## config.mk

```make
export PLATFORM = sky130hd
export DESIGN_NAME = dl_shift_arb
export DESIGN_NICKNAME = d
export VERILOG_FILES = /design/src/rtl/dl_shift_arb.sv
export SDC_FILE = /design/constraint.sdc
export NUM_CORES = 1
export LEC_CHECK = 0
export CORE_MARGIN = 1
export CORE_UTILIZATION = 50
export CTS_CLUSTER_DIAMETER = 100
export DETAILED_ROUTE_END_ITERATION = 10
export PLACE_DENSITY = 0.79
export SKIP_CTS_REPAIR_TIMING = 1
export SLEW_MARGIN = 20
export SYNTH_ARGS = -nofsm -noshare
export SYNTH_HDL_FRONTEND = slang
export SYNTH_SLANG_ARGS = --single-unit
```

## constraint.sdc

```tcl
create_clock -name clk -period 3 [get_ports clk]
set_clock_uncertainty 0.1 [all_clocks]
set_input_delay 0.6 -clock clk [delete_from_list [all_inputs] [get_ports clk]]
set_output_delay 0.6 -clock clk [all_outputs]
set_load 0.02 [all_outputs]
```

## src/rtl/dl_shift_arb.sv

```systemverilog
// Round-robin arbiter sharing one barrel shifter among NUM_REQ requesters,
// each with a private registered response slot. Left shift: DL_SHIFT_ARB_LSHIFT_EN.
module dl_shift_arb #(
  parameter  int NUM_BITS = 32,
  parameter  int NUM_REQ  = 2,
  localparam int SHAMT_W  = $clog2(NUM_BITS)
) (
  input  logic                        clk,
  input  logic                        rst,
  input  logic [NUM_REQ-1:0]          req_valid,
  output logic [NUM_REQ-1:0]          req_ready,
  input  logic [NUM_REQ-1:0]          req_sh_type,
  input  logic [NUM_REQ-1:0]          req_sh_dir,
  input  logic [NUM_REQ*NUM_BITS-1:0] req_data,
  input  logic [NUM_REQ*SHAMT_W-1:0]  req_shamt,
  output logic [NUM_REQ-1:0]          rsp_valid,
  input  logic [NUM_REQ-1:0]          rsp_ready,
  output logic [NUM_REQ*NUM_BITS-1:0] rsp_data
);

  localparam int PTR_W = $clog2(NUM_REQ);
  localparam logic [PTR_W:0] NREQ = (PTR_W+1)'(NUM_REQ);

  logic [PTR_W-1:0]            rr_ptr_q, rr_ptr_d;
  logic [NUM_REQ-1:0]          rsp_valid_q, rsp_valid_d;
  logic [NUM_REQ*NUM_BITS-1:0] rsp_data_q, rsp_data_d;

  logic [NUM_REQ-1:0] elig, grant;
  logic [PTR_W-1:0]   gidx, pick;
  logic [PTR_W:0]     scan;
  logic               found;

  function automatic logic [NUM_BITS-1:0] shift_right(input logic [NUM_BITS-1:0] v,
                                                      input logic [SHAMT_W-1:0] sh,
                                                      input logic fill);
    logic signed [NUM_BITS:0] ext;
    ext = $signed({fill, v});
    ext = ext >>> sh;
    return ext[NUM_BITS-1:0];
  endfunction

  function automatic logic [NUM_BITS-1:0] bitrev(input logic [NUM_BITS-1:0] v);
    logic [NUM_BITS-1:0] r;
    for (int b = 0; b < NUM_BITS; b++) r[b] = v[NUM_BITS-1-b];
    return r;
  endfunction

  assign elig = req_valid & (~rsp_valid_q | rsp_ready);

  // Scan from rr_ptr with wrap; scan never exceeds 2*NUM_REQ-2 so one subtract suffices.
  always_comb begin
    grant = '0;
    gidx  = '0;
    found = 1'b0;
    scan  = '0;
    pick  = '0;
    for (int k = 0; k < NUM_REQ; k++) begin
      scan = {1'b0, rr_ptr_q} + (PTR_W+1)'(k);
      if (scan >= NREQ) scan = scan - NREQ;
      pick = scan[PTR_W-1:0];
      if (!found && elig[pick]) begin
        found       = 1'b1;
        grant[pick] = 1'b1;
        gidx        = pick;
      end
    end
  end

  assign req_ready = rst ? '0 : grant;

  logic [NUM_BITS-1:0] op_data, sh_in, sh_out, sh_res;
  logic [SHAMT_W-1:0]  op_shamt;
  logic                op_type, sh_fill;

  assign op_data  = req_data[gidx*NUM_BITS +: NUM_BITS];
  assign op_shamt = req_shamt[gidx*SHAMT_W +: SHAMT_W];
  assign op_type  = req_sh_type[gidx];

`ifdef DL_SHIFT_ARB_LSHIFT_EN
  logic op_dir;
  assign op_dir  = req_sh_dir[gidx];
  assign sh_in   = op_dir ? bitrev(op_data) : op_data;
  assign sh_fill = op_type & ~op_dir & sh_in[NUM_BITS-1];
  assign sh_out  = shift_right(sh_in, op_shamt, sh_fill);
  assign sh_res  = op_dir ? bitrev(sh_out) : sh_out;
`else
  logic unused_dir;
  assign unused_dir = ^req_sh_dir;
  assign sh_in   = op_data;
  assign sh_fill = op_type & sh_in[NUM_BITS-1];
  assign sh_out  = shift_right(sh_in, op_shamt, sh_fill);
  assign sh_res  = sh_out;
`endif

  // A grant in the same cycle as a drain keeps the slot full with no bubble.
  always_comb begin
    rsp_valid_d = (rsp_valid_q & ~rsp_ready) | grant;
    rsp_data_d  = rsp_data_q;
    for (int i = 0; i < NUM_REQ; i++)
      if (grant[i]) rsp_data_d[i*NUM_BITS +: NUM_BITS] = sh_res;
    rr_ptr_d = rr_ptr_q;
    if (found) rr_ptr_d = (gidx == PTR_W'(NUM_REQ-1)) ? '0 : gidx + PTR_W'(1);
  end

  always_ff @(posedge clk or posedge rst) begin
    if (rst) begin
      rr_ptr_q    <= '0;
      rsp_valid_q <= '0;
      rsp_data_q  <= '0;
    end else begin
      rr_ptr_q    <= rr_ptr_d;
      rsp_valid_q <= rsp_valid_d;
      rsp_data_q  <= rsp_data_d;
    end
  end

  assign rsp_valid = rsp_valid_q;
  assign rsp_data  = rsp_data_q;

endmodule

```

==> run summary <==
===========================================================================================
DRC violation count after routing                                                         0
Detailed Routing Iterations Pass 1                                                        6
Critical path data arrival time                                                     3.03 ns
Rel. slew slack                                                                       56.8%
Post-detailed-routing wire length                                                   29.3 mm
Syn Std Cell Area                                                               0.00695 mm2
Setup violation total in the final timing report                                          0
Top cell type's share of synthesized area                                             24.1%
Average vias per placed instance                                                       6.79
Via Count                                                                             8,017
Met3 Resource Use GR                                                                  9.13%
Worst Tran Pin Value                                                               0.642 ns
Longest Clk Path Bufs                                                                     2
# rows                                                                                   42
Count of distinct cell types in the synthesized netlist                                  72
Number of design-rule violations left by the first detailed-router iteration          1,154
Post-synthesis sequential element count                                                  67
Async SR Flop Fraction                                                                 100%
Number of nets at the end of the flow                                                 1,084
Hold Crit Class                                                                  reg -> reg
Post-synth EDFFs                                                                          0
Met1 Track Usage GR                                                                   55.1%
Avg Cell Area, Syn                                                                 9.29 um2
Final RePlAce weighted congestion                                                      1.03
Vias in the first global route                                                        7,849
Library cell with the largest summed area after synthesis                      sky130_fd_sc_hd__dfrtp_1
Total congestion overflow                                                                 0
Net Count, Synth                                                                        832
Type of the worst setup path                                                      in -> reg
Detailed-placement wirelength estimate                                              23.3 mm
Starting density of the core                                                          51.9%
Number of hold violations in the final report                                             0
Synthesis Warnings                                                                        0
Sequential fraction of the synthesis area                                             24.1%
Area of the core                                                                 0.0134 mm2
Required time of the critical path                                                  3.12 ns
Instance count along the most critical hold path                                          2
Average wire per cell in the routed design                                          24.8 um
Worst reg2reg path depth                                                                  8
Crit-path slowest cell                                                         sky130_fd_sc_hd__a2111oi_1
TritonCTS clock tree                                                                   done
Leakage                                                                          0.00426 uW
Clock network latency to the later pin of the worst-skew pair                       0.34 ns
Series of cell instances along the critical path                               clkdlybuf4s50_1 > nand2b_1 > buf_4 > o211ai_4 > buf_12 > mux2i_1 > mux2i_1 > a2111oi_1 > buf_4 > nor2_1
Antenna violations before repair                                                          0
CP startpoint kind                                                                input pin
Chip width                                                                           120 um
Maximum achievable frequency                                                        344 MHz
Busiest metal layer after global routing                                               met2
Number of standard cells after synthesis                                                748
Layout overhead on the synthesized area                                               41.2%
All-Layer GR Usage                                                                    41.4%
Die area                                                                         0.0144 mm2
Die Span Y                                                                           120 um
Slew Viols, Final                                                                         0
TritonCTS Buffers                                                                         9
Commonest register cell after synthesis                                        sky130_fd_sc_hd__dfrtp_1
Kind of capture point of the worst setup path                                      register
Final clock period utilization by the worst path                                      96.9%
Port Buffer Count                                                                       149
Maximum number of pins on one net before global-route repair                             53
Root cell of the clock tree                                                    sky130_fd_sc_hd__clkbuf_16
Share of final-layout standard cells stronger than drive strength 1                   26.0%
Power density normalized to cell area                                            572 mW/mm2
GR Util met2                                                                          64.6%
Max H-tree Level                                                                          3
VDD IR max                                                                         0.521 mV
Maximum Capacitance Violations                                                            0
Clock-pin transition on the worst setup and hold timing paths                       0.06 ns
Share of the core filled with cells                                                   73.3%
Largest fanout of any net on the critical path                                           19
Global-route wire length before repair                                              44.9 mm
Unrepaired setup endpoints after global routing                                          no
Number of clock sinks                                                                    67
Remaining antenna violation count after routing                                           0
Ranking of synthesized cells by area                                           sky130_fd_sc_hd__dfrtp_1, sky130_fd_sc_hd__mux2i_1, sky130_fd_sc_hd__mux4_2
Post-layout minimum cycle time                                                      2.91 ns
Slowest stage delay, CP                                                             0.53 ns
Number of top-level pins                                                                152
Count of inserted antenna diode cells                                                     0
Final Total Pwr                                                                     5610 uW
Outcome                                                                        finished clean
===========================================================================================
critical path: cells and delay by family:
family / cells / cell delay, ns
AND/OR/NAND/NOR: 2 / 0.27
multiplexers: 2 / 0.50
buffers and inverters: 4 / 0.99
AO/OA/AOI/OAI: 2 / 0.64
final timing paths:
| path | from | endpoint | slack (ns) |
|---|---|---|---|
| max | rsp_ready[1] | rsp_data[57]$_DFFE_PP0P_ | 0.09 |
| min | rsp_data[63]$_DFFE_PP0P_ | rsp_data[63]$_DFFE_PP0P_ | 0.38 |
| max reg2reg | rsp_valid[0]$_DFF_PP0_ | rsp_data[57]$_DFFE_PP0P_ | 0.43 |
| min reg2reg | rsp_data[63]$_DFFE_PP0P_ | rsp_data[63]$_DFFE_PP0P_ | 0.38 |
| max in group asynchronous | rst | rsp_data[57]$_DFFE_PP0P_ | 1.53 |
| min in group asynchronous | rst | rsp_data[2]$_DFFE_PP0P_ | 0.57 |
final cells by class:
type,instances,area (um2)
inverters,9,41.3
well taps,176,220
multi-input cells,600,4750
fillers,992,3580
clock inverters,7,98.8
repair buffers,313,2810
flip-flops and latches,67,1680
clock buffers,9,225
flip-flops by register name, indices dropped and copies added, names as in the netlist:
signal,cells
rsp_valid,2
rsp_data,64
rr_ptr_q,1
kinds of logic after synthesis:
kind of cell    count (synthesis)  synth area share, %
simple gates                  236                 15.9
flops                          67                 24.1
compound gates                193                 19.3
buf+inv                        81                 7.74
mux                           171                 33.0
cells in the mapped netlist, types with 5 or more instances:
master / instances
sky130_fd_sc_hd__nor4_1: 11
sky130_fd_sc_hd__nand2b_1: 8
sky130_fd_sc_hd__clkbuf_1: 22
sky130_fd_sc_hd__mux4_2: 35
sky130_fd_sc_hd__a21oi_1: 30
sky130_fd_sc_hd__buf_2: 20
sky130_fd_sc_hd__buf_4: 9
sky130_fd_sc_hd__o211ai_1: 10
sky130_fd_sc_hd__inv_1: 6
sky130_fd_sc_hd__mux2_2: 22
sky130_fd_sc_hd__a31oi_1: 6
sky130_fd_sc_hd__buf_6: 15
sky130_fd_sc_hd__nor2_1: 44
sky130_fd_sc_hd__a32oi_1: 8
sky130_fd_sc_hd__nor3_1: 38
sky130_fd_sc_hd__a22o_1: 5
sky130_fd_sc_hd__o31ai_1: 14
sky130_fd_sc_hd__o21ai_1: 5
sky130_fd_sc_hd__mux4_1: 6
sky130_fd_sc_hd__nand3_1: 20
sky130_fd_sc_hd__o22ai_1: 5
sky130_fd_sc_hd__a22oi_1: 7
sky130_fd_sc_hd__nand2_1: 87
sky130_fd_sc_hd__o21ai_0: 48
sky130_fd_sc_hd__a211oi_1: 9
sky130_fd_sc_hd__dfrtp_1: 67
sky130_fd_sc_hd__mux2i_1: 106
sky130_fd_sc_hd__nand4_1: 9
metal layers:
| layer | wire length [um] | up-vias |
|---|---|---|
| li1 | - | 3410 |
| met1 | 11300 | 3869 |
| met2 | 13400 | 619 |
| met3 | 3260 | 119 |
| met4 | 1370 | 0 |
| met5 | 0 | - |
cell usage in the layout, fill, tap and decap left out, types with 11 or more instances in the layout:
cell type                         Yosys  routed
sky130_fd_sc_hd__mux2_2              22      22
sky130_fd_sc_hd__clkdlybuf4s50_1      0     143
sky130_fd_sc_hd__nor2_1              44      44
sky130_fd_sc_hd__nor4_1              11      11
sky130_fd_sc_hd__nand2_1             87      87
sky130_fd_sc_hd__o31ai_1             14      14
sky130_fd_sc_hd__nor3_1              38      38
sky130_fd_sc_hd__a21oi_1             30      30
sky130_fd_sc_hd__buf_4                9     156
sky130_fd_sc_hd__mux4_2              35      35
sky130_fd_sc_hd__o21ai_0             48      48
sky130_fd_sc_hd__mux2i_1            106     106
sky130_fd_sc_hd__nand3_1             20      20
sky130_fd_sc_hd__dfrtp_1             67      67
per-stage QoR:
stage	setup slack (ns)	std cells	hold slack [ns]	area, um2	TNS [ns]
after global routing	0.0524	1181	0.405	9820	0
final	0.0928	1181	0.378	9820	0
after floorplan	0.296	748	0.401	6950	0
after detailed placement	-0.300	1165	0.366	9480	-4.45
after global placement	-0.278	1165	0.355	9480	-2.22
after CTS	-0.0694	1181	0.379	9800	-0.0712
power breakdown:
group          internal [uW]  switching [uW]  leakage, uW  total (uW)
clock                    733             421     0.000156        1150
combinational           1410            1650      0.00328        3060
sequential              1210             194     0.000820        1400
Power figures use the tool's default switching activity.
==> variant, RTL diff (config.mk and constraints unchanged) <==
The option `DL_SHIFT_ARB_LSHIFT_EN` is turned on by a define.
--- a/src/rtl/dl_shift_arb.sv
+++ b/src/rtl/dl_shift_arb.sv
@@ -1,5 +1,7 @@
 // Round-robin arbiter sharing one barrel shifter among NUM_REQ requesters,
 // each with a private registered response slot. Left shift: DL_SHIFT_ARB_LSHIFT_EN.
+`define DL_SHIFT_ARB_LSHIFT_EN
+
 module dl_shift_arb #(
   parameter  int NUM_BITS = 32,
   parameter  int NUM_REQ  = 2,
Behaviour: not the same (Yosys sat finds a counterexample within 4 cycles, from zero or initial values and one cycle with rst high).
==> variant against the original RTL <==
The flow now finishes with violations (negative setup slack). Area after synthesis is 27% higher. Final area is 44% higher. Total power is 33% higher. Worst setup slack worse by 0.28 ns. Via count is 37% higher. Sequential cell count did not move. Critical path depth grew 1. Synthesized cell count up 13%. Routed wire length is 53% higher. Largest cell class unchanged.
==> variant: results (changes against the original RTL) <==
The ratio of routed vias to standard cells works out to 7.27 (+7.0%). The worst-margin pin slew is 0.631 ns (-0.0117 ns), and the count of placed standard cells including taps is 1459 (+25%). The switching share of power was 0.427 (+0.0224). The number of flip-flops under the largest register name came out at 64 (unchanged). The number of DRC markers after the initial detailed-route iteration is 1507 (+31%), and the part of the Yosys area used for sequential elements is 0.190 (-0.0508). For the first-pass GRT wire length, the log shows 60500 um (+35%). The logs give -1.14 ns (-0.843 ns) for the worst setup slack after placement and -0.822 ns (-0.822 ns) for the final total negative setup slack.

The largest fanout on the critical path is 3 (-16). For the maximum ir drop on the vdd rail, the log shows 0.641 mV (+23%). Wire length per cell after detailed routing: 29.7 um (+20%). The mean instance size in the synthesized netlist was 10.5 sq um (+13%); the overall global routing resource usage was 0.449 (+0.0351). Count of buffers inserted at the top-level ports: 151 (+1.3%).

The placed wire-length estimate came out at 31900 um (+37%). The antenna diode count was 0 (unchanged). The critical path data arrival time is 3.30 ns (+0.27 ns). The fraction of layout cells with a size suffix above 1 was 0.486 (+0.227); the length of routed met2 wiring was 20900 um (+56%).

The run gives 14 (+14) as the final-report setup violation count. Clock transition at the register clock pins on the worst setup and hold paths after CTS: 0.06 ns (about the same). After synthesis, the cell types taking the most area are mux4_2 (28%), dfrtp_1 (19%), mux2i_1 (5.9%).

The final reports fail on negative setup slack. After synthesis, the most frequently instantiated cells are mux4_2 (109), nand2_1 (89), dfrtp_1 (67). The tools report the met3 wirelength from detailed routing as 4890 um (+50%). The tools report the via count of the first global-routing pass as 10.1k (+29%). After detailed routing, no signal wire sits above met4. Net count of the mapped netlist: 926 (+11%).

The count of distinct cell types in the synthesized netlist was 90 (+25%); the leakage power was 0.00619 uW (+45%). The routed metal-1 wire length was 15000 um (+33%). The run finished, with violations left. Final net count: 1366 (+26%). The global placement routability congestion was 1.11 (+8.1%); the post-layout worst setup margin was -0.182 ns (-0.275 ns).

The run gives 12600 sq um (+33%) as the cell area reported after detailed placement. The via count was 11.0k (+37%); the maximum number of pins on one net before global-route repair was 68 (+28%).
variant: path summary, 6_finish.rpt:
check                        startpoint           end  slack (ns)  depth (start not counted)
setup / recovery            req_data[3]  rsp_data[49]       -0.18                         11
hold / removal             rsp_data[24]  rsp_data[24]        0.38                          1
setup reg to reg               rr_ptr_q  rsp_data[16]       -0.04                         13
hold reg to reg            rsp_data[24]  rsp_data[24]        0.38                          1
max in group asynchronous           rst  rsp_data[12]        1.87                          3
min in group asynchronous           rst  rsp_data[34]        0.62                          3
variant: layer usage:
metal / GRT usage / up-vias
met4: 0.314 / 0
li1: - / 4362
met1: 0.544 / 5251
met5: 0 / -
met3: 0.0683 / 324
met2: 0.735 / 1048
variant: critical path, cell delays in order:
cell and delay, ns:
clkdlybuf4s50_1 0.48, mux4_2 0.57, mux2i_4 0.23, o21ai_2 0.17, a211oi_4 0.30, buf_6 0.16
a2bb2o_4 0.23, a31oi_4 0.23, buf_6 0.14, o2bb2ai_2 0.11, a21oi_1 0.06
variant: logic make-up (layout without fill, tap and decap cells):
group,Yosys count,in the layout,synth area share
compound gates,252,252,0.230
simple gates,245,245,0.131
mux,183,183,0.378
buf+inv,93,538,0.0686
flops,67,67,0.190
xor+xnor,2,2,0.00199
variant: cell type report:
class                      instances  area [sq um]
multi-input combinational        682          7090
timing repair buffer             514          4740
fill                             997          3110
sequential                        67          1680
tap                              225           282
clock buffer                      13           270
clock inverter                     3          45.0
inverter                           8          30.0
variant: power groups by stage:
| stage | Combinational, uW | Clock, uW | Sequential [uW] |
|---|---|---|---|
| floorplan | 1740 | 0 | 1810 |
| finish | 4860 | 1130 | 1460 |
| global placement | 4180 | 0 | 1420 |
| global route | 5030 | 1160 | 1480 |
| CTS | 4270 | 1110 | 1440 |
| detailed placement | 4240 | 0 | 1440 |
